$ cat src/rtl/weight_fetch_sequencer_pkg.sv
// Shared types and sizing helpers for the weight fetch sequencer and its sub-blocks.
package weight_fetch_sequencer_pkg;

  localparam int unsigned NEURON_ID_WIDTH = 8;

  typedef enum logic {
    ST_IDLE = 1'b0,
    ST_RUN  = 1'b1
  } seq_state_e;

  // Beats per pass: each beat carries one weight per lane.
  function automatic int unsigned calc_depth(input int unsigned num_weight,
                                             input int unsigned channels);
    return num_weight / channels;
  endfunction

  function automatic int unsigned cnt_width(input int unsigned depth);
    return (depth <= 1) ? 1 : $clog2(depth);
  endfunction

endpackage

$ cat src/rtl/weight_fetch_sequencer_if.sv
// Bundle of the input, cfg, memory and output streams around one weight fetch sequencer.
interface weight_fetch_sequencer_if
  import weight_fetch_sequencer_pkg::*;
#(
  parameter int unsigned CH   = 1,
  parameter int unsigned DW   = 16,
  parameter int unsigned AW   = 10,
  parameter int unsigned NIDW = NEURON_ID_WIDTH
) ();

  // Every stream transfers on a rising edge where valid & ready are both high;
  // a producer holds its payload stable while valid is high and ready is low.
  logic               in_valid;
  logic               in_ready;
  logic [CH*DW-1:0]   in_data;

  logic               cfg_valid;
  logic               cfg_ready;
  logic [NIDW-1:0]    cfg_neuron;
  logic [AW-1:0]      cfg_addr;
  logic [DW-1:0]      cfg_data;

  logic               mem_wen;
  logic [AW-1:0]      mem_wadd;
  logic [DW-1:0]      mem_win;
  logic [AW-1:0]      mem_radd;
  logic [CH*DW-1:0]   mem_wout;

  logic               out_valid;
  logic               out_ready;
  logic [CH*DW-1:0]   out_x;
  logic [CH*DW-1:0]   out_w;
  logic               out_last;

  logic               busy;
  seq_state_e         state;

  modport master (
    input  in_valid, in_data, cfg_valid, cfg_neuron, cfg_addr, cfg_data, mem_wout, out_ready,
    output in_ready, cfg_ready, mem_wen, mem_wadd, mem_win, mem_radd,
           out_valid, out_x, out_w, out_last, busy, state
  );

  modport slave (
    output in_valid, in_data, cfg_valid, cfg_neuron, cfg_addr, cfg_data, mem_wout, out_ready,
    input  in_ready, cfg_ready, mem_wen, mem_wadd, mem_win, mem_radd,
           out_valid, out_x, out_w, out_last, busy, state
  );

endinterface

$ cat src/rtl/weight_fetch_sequencer_cfg_filter.sv
// Filters accepted cfg writes by neuron id and address range, and registers the surviving
// write into a single-cycle memory write strobe.
module weight_cfg_filter
  import weight_fetch_sequencer_pkg::*;
#(
  parameter int unsigned NUM_WEIGHT = 784,
  parameter int unsigned NEURON_NO  = 0,
  parameter int unsigned AW         = 10,
  parameter int unsigned DW         = 16,
  parameter int unsigned NIDW       = NEURON_ID_WIDTH
) (
  input  logic            clk,
  input  logic            rst,
  input  logic            cfg_fire_i,
  input  logic [NIDW-1:0] cfg_neuron_i,
  input  logic [AW-1:0]   cfg_addr_i,
  input  logic [DW-1:0]   cfg_data_i,
  output logic            mem_wen_o,
  output logic [AW-1:0]   mem_wadd_o,
  output logic [DW-1:0]   mem_win_o
);

  localparam logic [NIDW-1:0] NEURON_ID = NIDW'(NEURON_NO);

  logic          hit;
  logic          wen_q, wen_d;
  logic [AW-1:0] wadd_q, wadd_d;
  logic [DW-1:0] win_q, win_d;

  // Writes for other neurons or beyond the stored range are consumed silently.
  assign hit = cfg_fire_i && (cfg_neuron_i == NEURON_ID) && (32'(cfg_addr_i) < NUM_WEIGHT);

  always_comb begin
    wen_d  = hit;
    wadd_d = wadd_q;
    win_d  = win_q;
    if (hit) begin
      wadd_d = cfg_addr_i;
      win_d  = cfg_data_i;
    end
  end

  always_ff @(posedge clk or posedge rst) begin
    if (rst) begin
      wen_q  <= 1'b0;
      wadd_q <= '0;
      win_q  <= '0;
    end else begin
      wen_q  <= wen_d;
      wadd_q <= wadd_d;
      win_q  <= win_d;
    end
  end

  assign mem_wen_o  = wen_q;
  assign mem_wadd_o = wadd_q;
  assign mem_win_o  = win_q;

endmodule

$ cat src/rtl/weight_fetch_sequencer.sv
// Walks one neuron's weight memory once per pass, pairing each input beat with its weights,
// and lets cfg reloads in only between passes.
module weight_fetch_sequencer
  import weight_fetch_sequencer_pkg::*;
#(
  parameter int unsigned numWeight      = 784,
  parameter int unsigned neuronNo       = 0,
  parameter int unsigned addressWidth   = 10,
  parameter int unsigned dataWidth      = 16,
  parameter int unsigned input_channels = 1,
  parameter int unsigned neuronIdWidth  = NEURON_ID_WIDTH
) (
  input  logic                    clk,
  input  logic                    rst,
  weight_fetch_sequencer_if.master bus
);

  localparam int unsigned DEPTH = calc_depth(numWeight, input_channels);
  localparam int unsigned CW    = cnt_width(DEPTH);
  localparam int unsigned LW    = input_channels * dataWidth;
  localparam logic [CW-1:0] LAST_BEAT = CW'(DEPTH - 1);

  seq_state_e    state_q, state_d;
  logic [CW-1:0] cnt_q, cnt_d;
  logic          out_valid_q, out_valid_d;
  logic          out_last_q, out_last_d;
  logic [LW-1:0] out_x_q, out_x_d;
  logic [LW-1:0] out_w_q, out_w_d;

  logic cfg_ready, cfg_grant, in_ready, in_fire, wen;

  // Reload is only legal at a pass boundary: counter back at 0 and the last beat leaving.
  assign cfg_ready = (cnt_q == '0) && (!out_valid_q || (out_last_q && bus.out_ready));
  assign cfg_grant = bus.cfg_valid && cfg_ready;
  // Holding input off while mem_wen is high keeps a fresh write from racing the next read.
  assign in_ready  = !cfg_grant && !wen && (!out_valid_q || bus.out_ready);
  assign in_fire   = bus.in_valid && in_ready;

  always_comb begin
    cnt_d       = cnt_q;
    out_valid_d = out_valid_q;
    out_last_d  = out_last_q;
    out_x_d     = out_x_q;
    out_w_d     = out_w_q;
    if (in_fire) begin
      out_valid_d = 1'b1;
      out_last_d  = (cnt_q == LAST_BEAT);
      out_x_d     = bus.in_data;
      out_w_d     = bus.mem_wout;
      cnt_d       = (cnt_q == LAST_BEAT) ? '0 : cnt_q + CW'(1);
    end else if (bus.out_ready) begin
      out_valid_d = 1'b0;
      out_last_d  = 1'b0;
    end
    state_d = ((cnt_d != '0) || out_valid_d) ? ST_RUN : ST_IDLE;
  end

  always_ff @(posedge clk or posedge rst) begin
    if (rst) begin
      state_q     <= ST_IDLE;
      cnt_q       <= '0;
      out_valid_q <= 1'b0;
      out_last_q  <= 1'b0;
      out_x_q     <= '0;
      out_w_q     <= '0;
    end else begin
      state_q     <= state_d;
      cnt_q       <= cnt_d;
      out_valid_q <= out_valid_d;
      out_last_q  <= out_last_d;
      out_x_q     <= out_x_d;
      out_w_q     <= out_w_d;
    end
  end

  weight_cfg_filter #(
    .NUM_WEIGHT (numWeight),
    .NEURON_NO  (neuronNo),
    .AW         (addressWidth),
    .DW         (dataWidth),
    .NIDW       (neuronIdWidth)
  ) u_cfg_filter (
    .clk          (clk),
    .rst          (rst),
    .cfg_fire_i   (cfg_grant),
    .cfg_neuron_i (bus.cfg_neuron),
    .cfg_addr_i   (bus.cfg_addr),
    .cfg_data_i   (bus.cfg_data),
    .mem_wen_o    (wen),
    .mem_wadd_o   (bus.mem_wadd),
    .mem_win_o    (bus.mem_win)
  );

  assign bus.mem_wen   = wen;
  assign bus.mem_radd  = addressWidth'(cnt_q);
  assign bus.in_ready  = in_ready;
  assign bus.cfg_ready = cfg_ready;
  assign bus.out_valid = out_valid_q;
  assign bus.out_last  = out_last_q;
  assign bus.out_x     = out_x_q;
  assign bus.out_w     = out_w_q;
  assign bus.busy      = (state_q == ST_RUN);
  assign bus.state     = state_q;

endmodule

$ cat src/flat_wrapper.sv
// flat-port wrapper written by rule: the top's interface ports become plain ports
module weight_fetch_sequencer_flat import weight_fetch_sequencer_pkg::*;
#(
  parameter int unsigned numWeight      = 784,
  parameter int unsigned neuronNo       = 0,
  parameter int unsigned addressWidth   = 10,
  parameter int unsigned dataWidth      = 16,
  parameter int unsigned input_channels = 1,
  parameter int unsigned neuronIdWidth  = NEURON_ID_WIDTH
)
  (clk, rst, bus_in_valid, bus_in_data, bus_cfg_valid, bus_cfg_neuron, bus_cfg_addr, bus_cfg_data, bus_mem_wout, bus_out_ready, bus_in_ready, bus_cfg_ready, bus_mem_wen, bus_mem_wadd, bus_mem_win, bus_mem_radd, bus_out_valid, bus_out_x, bus_out_w, bus_out_last, bus_busy, bus_state);
  weight_fetch_sequencer_if #(.CH(1), .DW(16), .AW(10), .NIDW(8)) bus_i ();
  input  logic clk;
  input  logic rst;
  input wire logic [$bits(bus_i.in_valid)-1:0] bus_in_valid;
  input wire logic [$bits(bus_i.in_data)-1:0] bus_in_data;
  input wire logic [$bits(bus_i.cfg_valid)-1:0] bus_cfg_valid;
  input wire logic [$bits(bus_i.cfg_neuron)-1:0] bus_cfg_neuron;
  input wire logic [$bits(bus_i.cfg_addr)-1:0] bus_cfg_addr;
  input wire logic [$bits(bus_i.cfg_data)-1:0] bus_cfg_data;
  input wire logic [$bits(bus_i.mem_wout)-1:0] bus_mem_wout;
  input wire logic [$bits(bus_i.out_ready)-1:0] bus_out_ready;
  output wire logic [$bits(bus_i.in_ready)-1:0] bus_in_ready;
  output wire logic [$bits(bus_i.cfg_ready)-1:0] bus_cfg_ready;
  output wire logic [$bits(bus_i.mem_wen)-1:0] bus_mem_wen;
  output wire logic [$bits(bus_i.mem_wadd)-1:0] bus_mem_wadd;
  output wire logic [$bits(bus_i.mem_win)-1:0] bus_mem_win;
  output wire logic [$bits(bus_i.mem_radd)-1:0] bus_mem_radd;
  output wire logic [$bits(bus_i.out_valid)-1:0] bus_out_valid;
  output wire logic [$bits(bus_i.out_x)-1:0] bus_out_x;
  output wire logic [$bits(bus_i.out_w)-1:0] bus_out_w;
  output wire logic [$bits(bus_i.out_last)-1:0] bus_out_last;
  output wire logic [$bits(bus_i.busy)-1:0] bus_busy;
  output wire logic [$bits(bus_i.state)-1:0] bus_state;
  assign bus_i.in_valid = bus_in_valid;
  assign bus_i.in_data = bus_in_data;
  assign bus_i.cfg_valid = bus_cfg_valid;
  assign bus_i.cfg_neuron = bus_cfg_neuron;
  assign bus_i.cfg_addr = bus_cfg_addr;
  assign bus_i.cfg_data = bus_cfg_data;
  assign bus_i.mem_wout = bus_mem_wout;
  assign bus_i.out_ready = bus_out_ready;
  assign bus_in_ready = bus_i.in_ready;
  assign bus_cfg_ready = bus_i.cfg_ready;
  assign bus_mem_wen = bus_i.mem_wen;
  assign bus_mem_wadd = bus_i.mem_wadd;
  assign bus_mem_win = bus_i.mem_win;
  assign bus_mem_radd = bus_i.mem_radd;
  assign bus_out_valid = bus_i.out_valid;
  assign bus_out_x = bus_i.out_x;
  assign bus_out_w = bus_i.out_w;
  assign bus_out_last = bus_i.out_last;
  assign bus_busy = bus_i.busy;
  assign bus_state = bus_i.state;
  weight_fetch_sequencer #(.numWeight(numWeight), .neuronNo(neuronNo), .addressWidth(addressWidth), .dataWidth(dataWidth), .input_channels(input_channels), .neuronIdWidth(neuronIdWidth)) u_core (.clk(clk), .rst(rst), .bus(bus_i));
endmodule
$ cat config.mk
export PLATFORM = sky130hd
export DESIGN_NAME = weight_fetch_sequencer_flat
export DESIGN_NICKNAME = d
export VERILOG_FILES = /design/src/rtl/weight_fetch_sequencer_pkg.sv /design/src/rtl/weight_fetch_sequencer_if.sv /design/src/rtl/weight_fetch_sequencer_cfg_filter.sv /design/src/rtl/weight_fetch_sequencer.sv /design/src/flat_wrapper.sv
export SDC_FILE = /design/constraint.sdc
export NUM_CORES = 1
export LEC_CHECK = 0
export ABC_AREA = 1
export BUFFER_PORTS_ARGS = -buffer_cell sky130_fd_sc_hd__buf_2
export CORE_MARGIN = 2
export CORE_UTILIZATION = 47
export CTS_BUF_LIST = sky130_fd_sc_hd__clkbuf_16
export CTS_CLUSTER_SIZE = 25
export DETAILED_ROUTE_END_ITERATION = 6
export GPL_ROUTABILITY_DRIVEN = 0
export PLACE_DENSITY = 0.89
export SYNTH_ARGS = -nofsm -noshare
export SYNTH_HDL_FRONTEND = slang
export SYNTH_SLANG_ARGS = --single-unit
$ cat constraint.sdc
create_clock -name clk -period 2.6 [get_ports clk]
set_clock_uncertainty 0.2 [all_clocks]
set_input_delay 0.39 -clock clk [delete_from_list [all_inputs] [get_ports clk]]
set_output_delay 0.39 -clock clk [all_outputs]
set_load 0.1 [all_outputs]
==> results.md <==
* Routed WL at 7807 µm
* Via density at 4.987
* Commonest non-fill, non-tap cell in the layout: nand2_1
* Fmax at about 400 MHz
* Clock Tree Root: clkbuf_16
* Critical-path maximum fanout at 6
* Setup Buffers After CTS at 0
* Leak pwr at 2.497 nW
* Final setup vio count at 0
* Die width at 86.51 µm
* Area of the core at 0.006681 mm²
* WHS Path Cells at 3
* Pins Over Slew Limit at 0
* Worst setup SP type: flip-flop
* Mean routed wirelength per cell at 12.88 µm
* Hold Crit Class: in2reg
* Cts repair resizes at 0
* Period Utilization, post-route at 94.59%
* Share of layout cells above drive strength 1 at 38.02%
* Post-Syn Instances at 375
* Post-synth cell types at 27
* Overall Power at 4.142 mW
* Largest net degree at the start of global routing at 73
* Min cycle time layout at 2459 ps
* CTS H-tree lvls at 3
* Reg clk slew, reported paths at about 60 ps
* Number of hold buffers added after CTS at 1
* Req. time, crit path at about 2000 ps
* Port Buffer Count at 145
* Warnings, synthesis at 0
* Final HPWL from detailed placement at 5563 µm
* Hold endpoint: u_core.bus.out_w[4]
* Global-route wire length before repair at 12520 µm
* CTS tree: done
* Die ar. at 0.007483 mm²
* DR pass1 iterations at 5
* Clock latency on the worst-skew pair at 320 ps
* Dpl cell area at 0.004024 mm²
* Crit path capture type: primary output
* M1 GR Usage at 27.24%
* Final Core Density at around 65%
* R2R Setup Slk at roughly 300 ps
* Num Clock Sinks at 72
* RR Endpoint: u_core.u_cfg_filter.mem_win_o[13]
* Die H at 86.51 µm
* Starting Density at 47.88%
* Busiest grt layer: met2
* Status: completed
* GRT met3 Usage at 4.667%
* Initial antenna violation count at 0
* Syn-to-layout area delta at 36.06%
* PD cells at 951.5 mW/mm²
* RSZ-0062 raised after global routing: false
* Number of top-level pins at 146
* GR Overflow Total at 0
* GR met2 Demand/Resource at 34.55%
* Remaining routing DRC violations at 0
* Setup TNS after final layout at 0 ps
* Post-route ant nets at 0
* Cts bufs inserted at 9
* Final net count at 594
* Syn Area/Cell at ~8.5 µm²
* Ant diodes at 0
* Relative slew margins at 61.12%
* RR Startpoint: u_core.bus.mem_radd[0]
* Worst Tran Pin Value at 581.8 ps
* Register area share after synthesis at between 50% and 60%
* Vias in the first global route at 2730
* Crit Path Category: reg2out
* Mapped Area at 0.003199 mm²
* DRT iter0 DRCs at 156
* Rows at 30
* GR Util All Layers at 21.07%
* Count of state elements after synthesis at 72
* Longest Clk Path Bufs at 2
* Most frequent cells in the layout: nand2_1 (175), buf_2 (145), dfrtp_1 (60), o21ai_0 (30), nor2_1 (17)
* Max Cap Viol at 0
* Worst reg2reg path depth at 9
* Vias at 3022
* Setup WS post-layout at 140.7 ps
* Final Hold Vio Count at 0
* Worst vdd rail ir drop at 0.5007 mV
* Worst hold start: bus_mem_wout[4]
* Post-route design area at approximately 0.0044 mm²
* CP arrival at 1870 ps
* Setup WS pre-CTS at between 300 and 400 ps
* Mapped Nets at 448
-- kinds of logic (layout without fill, tap and decap cells) --
kind of cell             count (synthesis)  in the layout  synth area share [%]
AO/OA/AOI/OAI                           38             38                 7.118
XOR/XNOR                                 3              3                0.8214
adder cells (fa/ha/maj)                  2              2                0.7820
buffers and inverters                   35            186                 5.358
AND/OR/NAND/NOR                        225            225                 29.60
flip-flops                              72             72                 56.32
-- worst max-delay path by stage --
stage                            from                                 to  slack [ps]  depth (start not counted)
2_1_floorplan  u_core.bus.mem_radd[0]                      bus_cfg_ready         -60                          4
3_3_place_gp   u_core.bus.mem_radd[0]  u_core.u_cfg_filter.mem_wadd_o[2]         410                          9
3_5_place_dp   u_core.bus.mem_radd[0]  u_core.u_cfg_filter.mem_win_o[13]         320                          9
4_1_cts        u_core.bus.mem_radd[0]                       bus_in_ready         120                          8
5_1_grt        u_core.bus.mem_radd[0]                       bus_in_ready          40                          8
6_report       u_core.bus.mem_radd[0]                       bus_in_ready         140                          8
-- critical path: stages, from the launching register on --
cell	delay, ps
dfrtp_2	450
inv_2	100
ha_4	130
nand2_2	70
nor2_1	170
nand3_4	120
nand2_1	140
clkinvlp_4	80
buf_2	280
-- state kept, by name, indices dropped and copies added (netlist names) --
register / flops
u_core.bus.mem_radd: 10
u_core.u_cfg_filter.mem_wadd_o: 10
u_core.u_cfg_filter.mem_wen_o: 1
u_core.bus.out_valid: 1
u_core.bus.out_last: 1
u_core.bus.out_w: 16
u_core.u_cfg_filter.mem_win_o: 16
u_core.bus.out_x: 16
u_core.bus.busy: 1
-- final cells by class --
| class | count | area, µm² |
|---|---|---|
| clock buffers | 9 | 225.2 |
| multi-input cells | 268 | 1256 |
| inverters | 19 | 75.07 |
| repair buffers | 151 | 785.8 |
| flip-flops and latches | 72 | 1817 |
| well taps | 80 | 100.1 |
| clock inverters | 7 | 93.84 |
| fillers | 570 | 2328 |
-- synth_stat cells, drive strengths merged --
master | number | area [µm²]
nor3 | 1 | 5.000
o21a | 1 | 7.510
buf | 12 | 85.08
dfrtp | 72 | 1802
inv | 19 | 71.32
clkbuf | 4 | 15.01
nand3b | 1 | 7.510
o21bai | 1 | 7.510
nor4 | 4 | 25.02
nor2 | 20 | 92.59
nand3 | 10 | 75.07
o211ai | 1 | 12.51
nand2 | 181 | 691.9
ha | 2 | 25.02
o21ai | 32 | 160.1
xor2 | 3 | 26.28
nand4 | 8 | 50.05
a22oi | 1 | 7.510
a21oi | 2 | 32.53
-- per-stage QoR --
stage / hold slack (ps) / std cells
after detailed placement: 259.7 / 589
final: 58.01 / 606
after CTS: 50.30 / 606
after floorplan: 299.6 / 375
after global placement: 256.1 / 589
after global routing: 54.32 / 606
-- power breakdown --
group	switching, mW	internal [mW]
clock	0.462	0.841
combinational	1.21	0.260
sequential	0.120	1.25
total	1.79	2.35
-- metal layers --
layer  wire (µm)  vias to the layer above
met5           0                        -
met4         116                        0
met1        3303                     1399
met2        3857                      131
li1            -                     1481
met3         529                       11
(Power assumes the default switching activity.)
